File: src/rtl/mips_pkg.sv
// Shared constants and forward-select encoding for the MIPS decode-stage register bank.
package mips_pkg;

   localparam int unsigned DATA_W   = 16;
   localparam int unsigned ADDR_W   = 5;
   localparam int unsigned NUM_REGS = 32'(1) << ADDR_W;

   typedef enum logic [1:0] {
      FWD_REG = 2'b00,
      FWD_EX  = 2'b01,
      FWD_DM  = 2'b10,
      FWD_WB  = 2'b11
   } fwd_sel_t;

endpackage

File: src/rtl/mips_register_bank_fwd_mux4.sv
// 4:1 operand forwarding mux: register read or EX/DM/WB result.
module fwd_mux4 #(
   parameter int unsigned DATA_W = mips_pkg::DATA_W
) (
   input  mips_pkg::fwd_sel_t sel,
   input  logic [DATA_W-1:0]  reg_val,
   input  logic [DATA_W-1:0]  ans_ex,
   input  logic [DATA_W-1:0]  ans_dm,
   input  logic [DATA_W-1:0]  ans_wb,
   output logic [DATA_W-1:0]  y_c
);
   import mips_pkg::*;

   always_comb begin
      y_c = reg_val;
      case (sel)
         FWD_REG: y_c = reg_val;
         FWD_EX:  y_c = ans_ex;
         FWD_DM:  y_c = ans_dm;
         FWD_WB:  y_c = ans_wb;
         default: y_c = reg_val;
      endcase
   end

endmodule

File: src/rtl/mips_register_bank.sv
// 32 x 16 register file with forwarded, registered A/B operands.
// Optional REG_ZERO_HARDWIRED_EN: register 0 reads 0 and ignores writes.
module mips_register_bank #(
   parameter int unsigned DATA_W = mips_pkg::DATA_W,
   parameter int unsigned ADDR_W = mips_pkg::ADDR_W
) (
   input  logic              clk,
   input  logic              rst,
   input  logic [ADDR_W-1:0] RA,
   input  logic [ADDR_W-1:0] RB,
   input  logic [ADDR_W-1:0] RW_dm,
   input  logic [DATA_W-1:0] ans_ex,
   input  logic [DATA_W-1:0] ans_dm,
   input  logic [DATA_W-1:0] ans_wb,
   input  logic [DATA_W-1:0] imm,
   input  logic [1:0]        mux_sel_A,
   input  logic [1:0]        mux_sel_B,
   input  logic              imm_sel,
   output logic [DATA_W-1:0] A,
   output logic [DATA_W-1:0] B
);
   import mips_pkg::*;

   localparam int unsigned N_REGS = 32'(1) << ADDR_W;

   logic [DATA_W-1:0] regs_q [N_REGS];
   logic [DATA_W-1:0] regs_d [N_REGS];
   logic [DATA_W-1:0] a_q, a_d;
   logic [DATA_W-1:0] b_q, b_d;
   logic [DATA_W-1:0] fwd_a_c, fwd_b_c;

   fwd_mux4 #(.DATA_W(DATA_W)) u_fwd_a (
      .sel     (fwd_sel_t'(mux_sel_A)),
      .reg_val (regs_q[RA]),
      .ans_ex  (ans_ex),
      .ans_dm  (ans_dm),
      .ans_wb  (ans_wb),
      .y_c     (fwd_a_c)
   );

   fwd_mux4 #(.DATA_W(DATA_W)) u_fwd_b (
      .sel     (fwd_sel_t'(mux_sel_B)),
      .reg_val (regs_q[RB]),
      .ans_ex  (ans_ex),
      .ans_dm  (ans_dm),
      .ans_wb  (ans_wb),
      .y_c     (fwd_b_c)
   );

   // Reads above use regs_q, so a same-cycle write is only seen via ans_dm.
   always_comb begin
      regs_d        = regs_q;
      regs_d[RW_dm] = ans_dm;
`ifdef REG_ZERO_HARDWIRED_EN
      regs_d[0]     = '0;
`endif
      a_d = fwd_a_c;
      b_d = imm_sel ? imm : fwd_b_c;
   end

   always_ff @(posedge clk or posedge rst) begin
      if (rst) begin
         for (int i = 0; i < int'(N_REGS); i++) regs_q[i] <= '0;
         a_q <= '0;
         b_q <= '0;
      end else begin
         regs_q <= regs_d;
         a_q    <= a_d;
         b_q    <= b_d;
      end
   end

   assign A = a_q;
   assign B = b_q;

endmodule

File: config.mk
export PLATFORM = sky130hd
export DESIGN_NAME = mips_register_bank
export DESIGN_NICKNAME = d
export VERILOG_FILES = /design/src/rtl/mips_pkg.sv /design/src/rtl/mips_register_bank_fwd_mux4.sv /design/src/rtl/mips_register_bank.sv
export SDC_FILE = /design/constraint.sdc
export NUM_CORES = 1
export LEC_CHECK = 0
export BUFFER_PORTS_ARGS = -buffer_cell sky130_fd_sc_hd__buf_4
export CORE_UTILIZATION = 45
export CTS_BUF_LIST = sky130_fd_sc_hd__clkbuf_8
export DETAILED_ROUTE_END_ITERATION = 7
export GPL_ROUTABILITY_DRIVEN = 0
export PLACE_DENSITY = 0.6
export REMOVE_ABC_BUFFERS = 1
export SLEW_MARGIN = 20
export SYNTH_ARGS = -nofsm -noshare
export SYNTH_HDL_FRONTEND = slang
export SYNTH_HIERARCHICAL = 1
export SYNTH_SLANG_ARGS = --single-unit
File: constraint.sdc
create_clock -name clk -period 48.2 [get_ports clk]
set_input_delay 4.82 -clock clk [delete_from_list [all_inputs] [get_ports clk]]
set_output_delay 4.82 -clock clk [all_outputs]
set_load 0.02 [all_outputs]
==> qor.yml <==
status: "finished, final reports clean"
use_met1_pct: 38.5
required_ns: 48.78
dpl.hpwl_um: 54100
grt_use_met2_pct: 44.2
setup_violations: 0
die_w_um: 259
drt-initial-drc-count: 1725
cts_hold_buf: 0
path_common_cell: "buf_4"
yosysSeqAreaShare_pct: 45.8
cts_setup_buffers: 0
die_area_um2: 67100
route.detailed.drc: 0
worst_pin_slew_ns: 1.19
area_growth_pct: 11.4
clk_pin_slew_ns: 0.06
final_cell_mix: "dfrtp_1, mux2_2, mux2i_1, buf_4, clkbuf_8"
cp.arrival_ns: 8.85
crit_family: "buffers and inverters"
viasPerCell: 6.29
internal_power_w: 0.000958
crit_buf_inv: 3
gr-total-overflow: 0
fillers: 5658
critPathSlowestCell: "buf_4"
wl_um: 94900
root_buffer: "clkbuf_8"
firstDrtPassIters: 5
cap_violations: 0
wire_per_inst_um: 28.3
cts_sinks: 544
grt_use_met3_pct: 5.48
vias: 21100
p_leak_nw: 15.2
hold_viol: 0
grt_max_degree: 155
drive_gt1_share_pct: 35.2
netlist_instances: 2391
finalCriticalPeriod_ns: 8.27
min_period_over_period_pct: 17.1
core_area_um2: 64900
drv_slew: 0
cp-start-kind: "primary input"
path_cells: "buf_8, buf_4, buf_4, mux2i_1, a22oi_1, nand4_1, nand3_1, mux4_2, mux2_2"
clkLatencyLatePin_ns: 0.70
yosysWarnings: 6
cts_resized: 0
hp-class: "reg2reg"
ir_worst_vdd_mv: 0.0282
max_freq_ghz: 0.121
ant_nets: 0
slew_headroom_pct: 20.6
syn_avg_cell_area_um2: 12.4
ys_top_cells_by_area: "dfrtp_1, mux2_2, mux2i_1"
end_kind: "flip-flop"
synth_seq_cells: 544
rsz0062_at_grt: "false"
place_area_um2: 31200
antenna_found_initial: 1
start_util_pct: 45.8
cts_tree: "done"
grt_usage_pct: 28.1
critPathKind: "in2reg"
ios: 118
pwr-share-comb_pct: 22.0
power_density_nw_per_um2: 41.3
seqPwrFrac_pct: 46.6
synth.top_cell.area_share_pct: 45.8
p_switching_w: 0.000412
cts_buffer_depth: 3
port_buffers: 117
row_count: 93
whs_ns: 0.528
tns_ns: 0
yosys.area.top_type: "dfrtp_1"
cp_max_fo: 96
yosysUniqueCellTypes: 28
clkPwrFrac_pct: 31.4
numCtsBuffers: 96
nNetsFinal: 2508
finalClockSkew_ns: 0.0197
grt_pass1_wl_um: 141000
crit_path_max_incr_delay_ns: 0.93
mappedNetlistArea_um2: 29800
grt_pass1_vias: 21700
design_area_um2: 33200
top_usage_layer: "met2"
swShare_pct: 30.1
die_h_um: 259
final_common_cell: "dfrtp_1"
h-tree-depth: 3
[per-layer routing]
| metal | part of all wire (%) | vias to the layer above |
|---|---|---|
| met5 | 0 | - |
| met4 | 3.3 | 0 |
| met3 | 6.6 | 203 |
| met2 | 46 | 792 |
| met1 | 44 | 11000 |
| li1 | - | 9036 |
[cells in the mapped netlist]
| master | number |
|---|---|
| buf_12 | 2 |
| nor2_1 | 15 |
| a21oi_1 | 64 |
| a31oi_1 | 32 |
| nor2b_1 | 6 |
| a22o_1 | 64 |
| buf_1 | 17 |
| buf_2 | 80 |
| mux4_2 | 20 |
| mux2i_1 | 512 |
| nor3_1 | 33 |
| a22oi_1 | 128 |
| nand3b_1 | 3 |
| inv_1 | 1 |
| mux4_1 | 12 |
| nor3b_2 | 1 |
| nand3_1 | 69 |
| nand2b_1 | 6 |
| nand2_1 | 77 |
| or2_2 | 2 |
| dfrtp_1 | 544 |
| nand4_1 | 32 |
| nor3b_1 | 2 |
| clkbuf_1 | 133 |
| buf_6 | 2 |
| mux2_2 | 528 |
| and2_1 | 2 |
| or3_1 | 4 |
[final cells by class]
class	instances	area [µm²]	share of cell area, %
antenna	2	5.00	0.0151
clock buffer	129	1780	5.36
clock inverter	36	148	0.445
inverter	1	16.3	0.0491
multi-input combinational	1612	15200	45.9
sequential	544	13600	41.1
tap	855	1070	3.23
timing repair buffer	167	1310	3.94
[worst paths after layout]
kind	slack, ns	to	start	cells past startpoint
hold / removal	0.53	regs_q[55]	regs_q[55]	1
min in group asynchronous	4.25	regs_q[179]	rst	2
setup / recovery	39.93	B[5]	RB[1]	9
setup reg to reg	45.82	B[1]	regs_q[385]	7
max in group asynchronous	41.04	regs_q[236]	rst	5
hold reg to reg	0.53	regs_q[55]	regs_q[55]	1
[state kept, by name, indices dropped and copies added (netlist names)]
| name | cells |
|---|---|
| regs_q | 512 |
| A | 16 |
| B | 16 |
[logic make-up (layout without fill, tap and decap cells)]
kind of cell / after synthesis / count (layout) / synth area share (%)
mux: 1072 / 1072 / 39.8
simple gates: 252 / 252 / 4.14
flops: 544 / 544 / 45.8
compound gates: 288 / 288 / 6.86
buf+inv: 235 / 333 / 3.46
other cells: 0 / 2 / 0
[power groups by stage]
stage,registers (W),clock network (W),logic (W)
3_3_place_gp,0.000635,0,0.000290
2_1_floorplan,0.000626,0,0.000211
3_5_place_dp,0.000642,0,0.000300
6_report,0.000638,0.000431,0.000301
5_1_grt,0.000651,0.000460,0.000326
4_1_cts,0.000635,0.000439,0.000301
[per-stage QoR]
step,instances,total power (W),setup slack [ns],util (%)
finish,3346,0.00137,39.93,51.1
global route,3345,0.00144,39.80,51.1
CTS,3343,0.00137,40.02,51.0
detailed placement,3178,0.000942,39.29,48.0
global placement,3178,0.000925,39.34,48.0
floorplan,2157,0.000837,28.17,-
No activity file was read; power rests on OpenSTA's default activity.
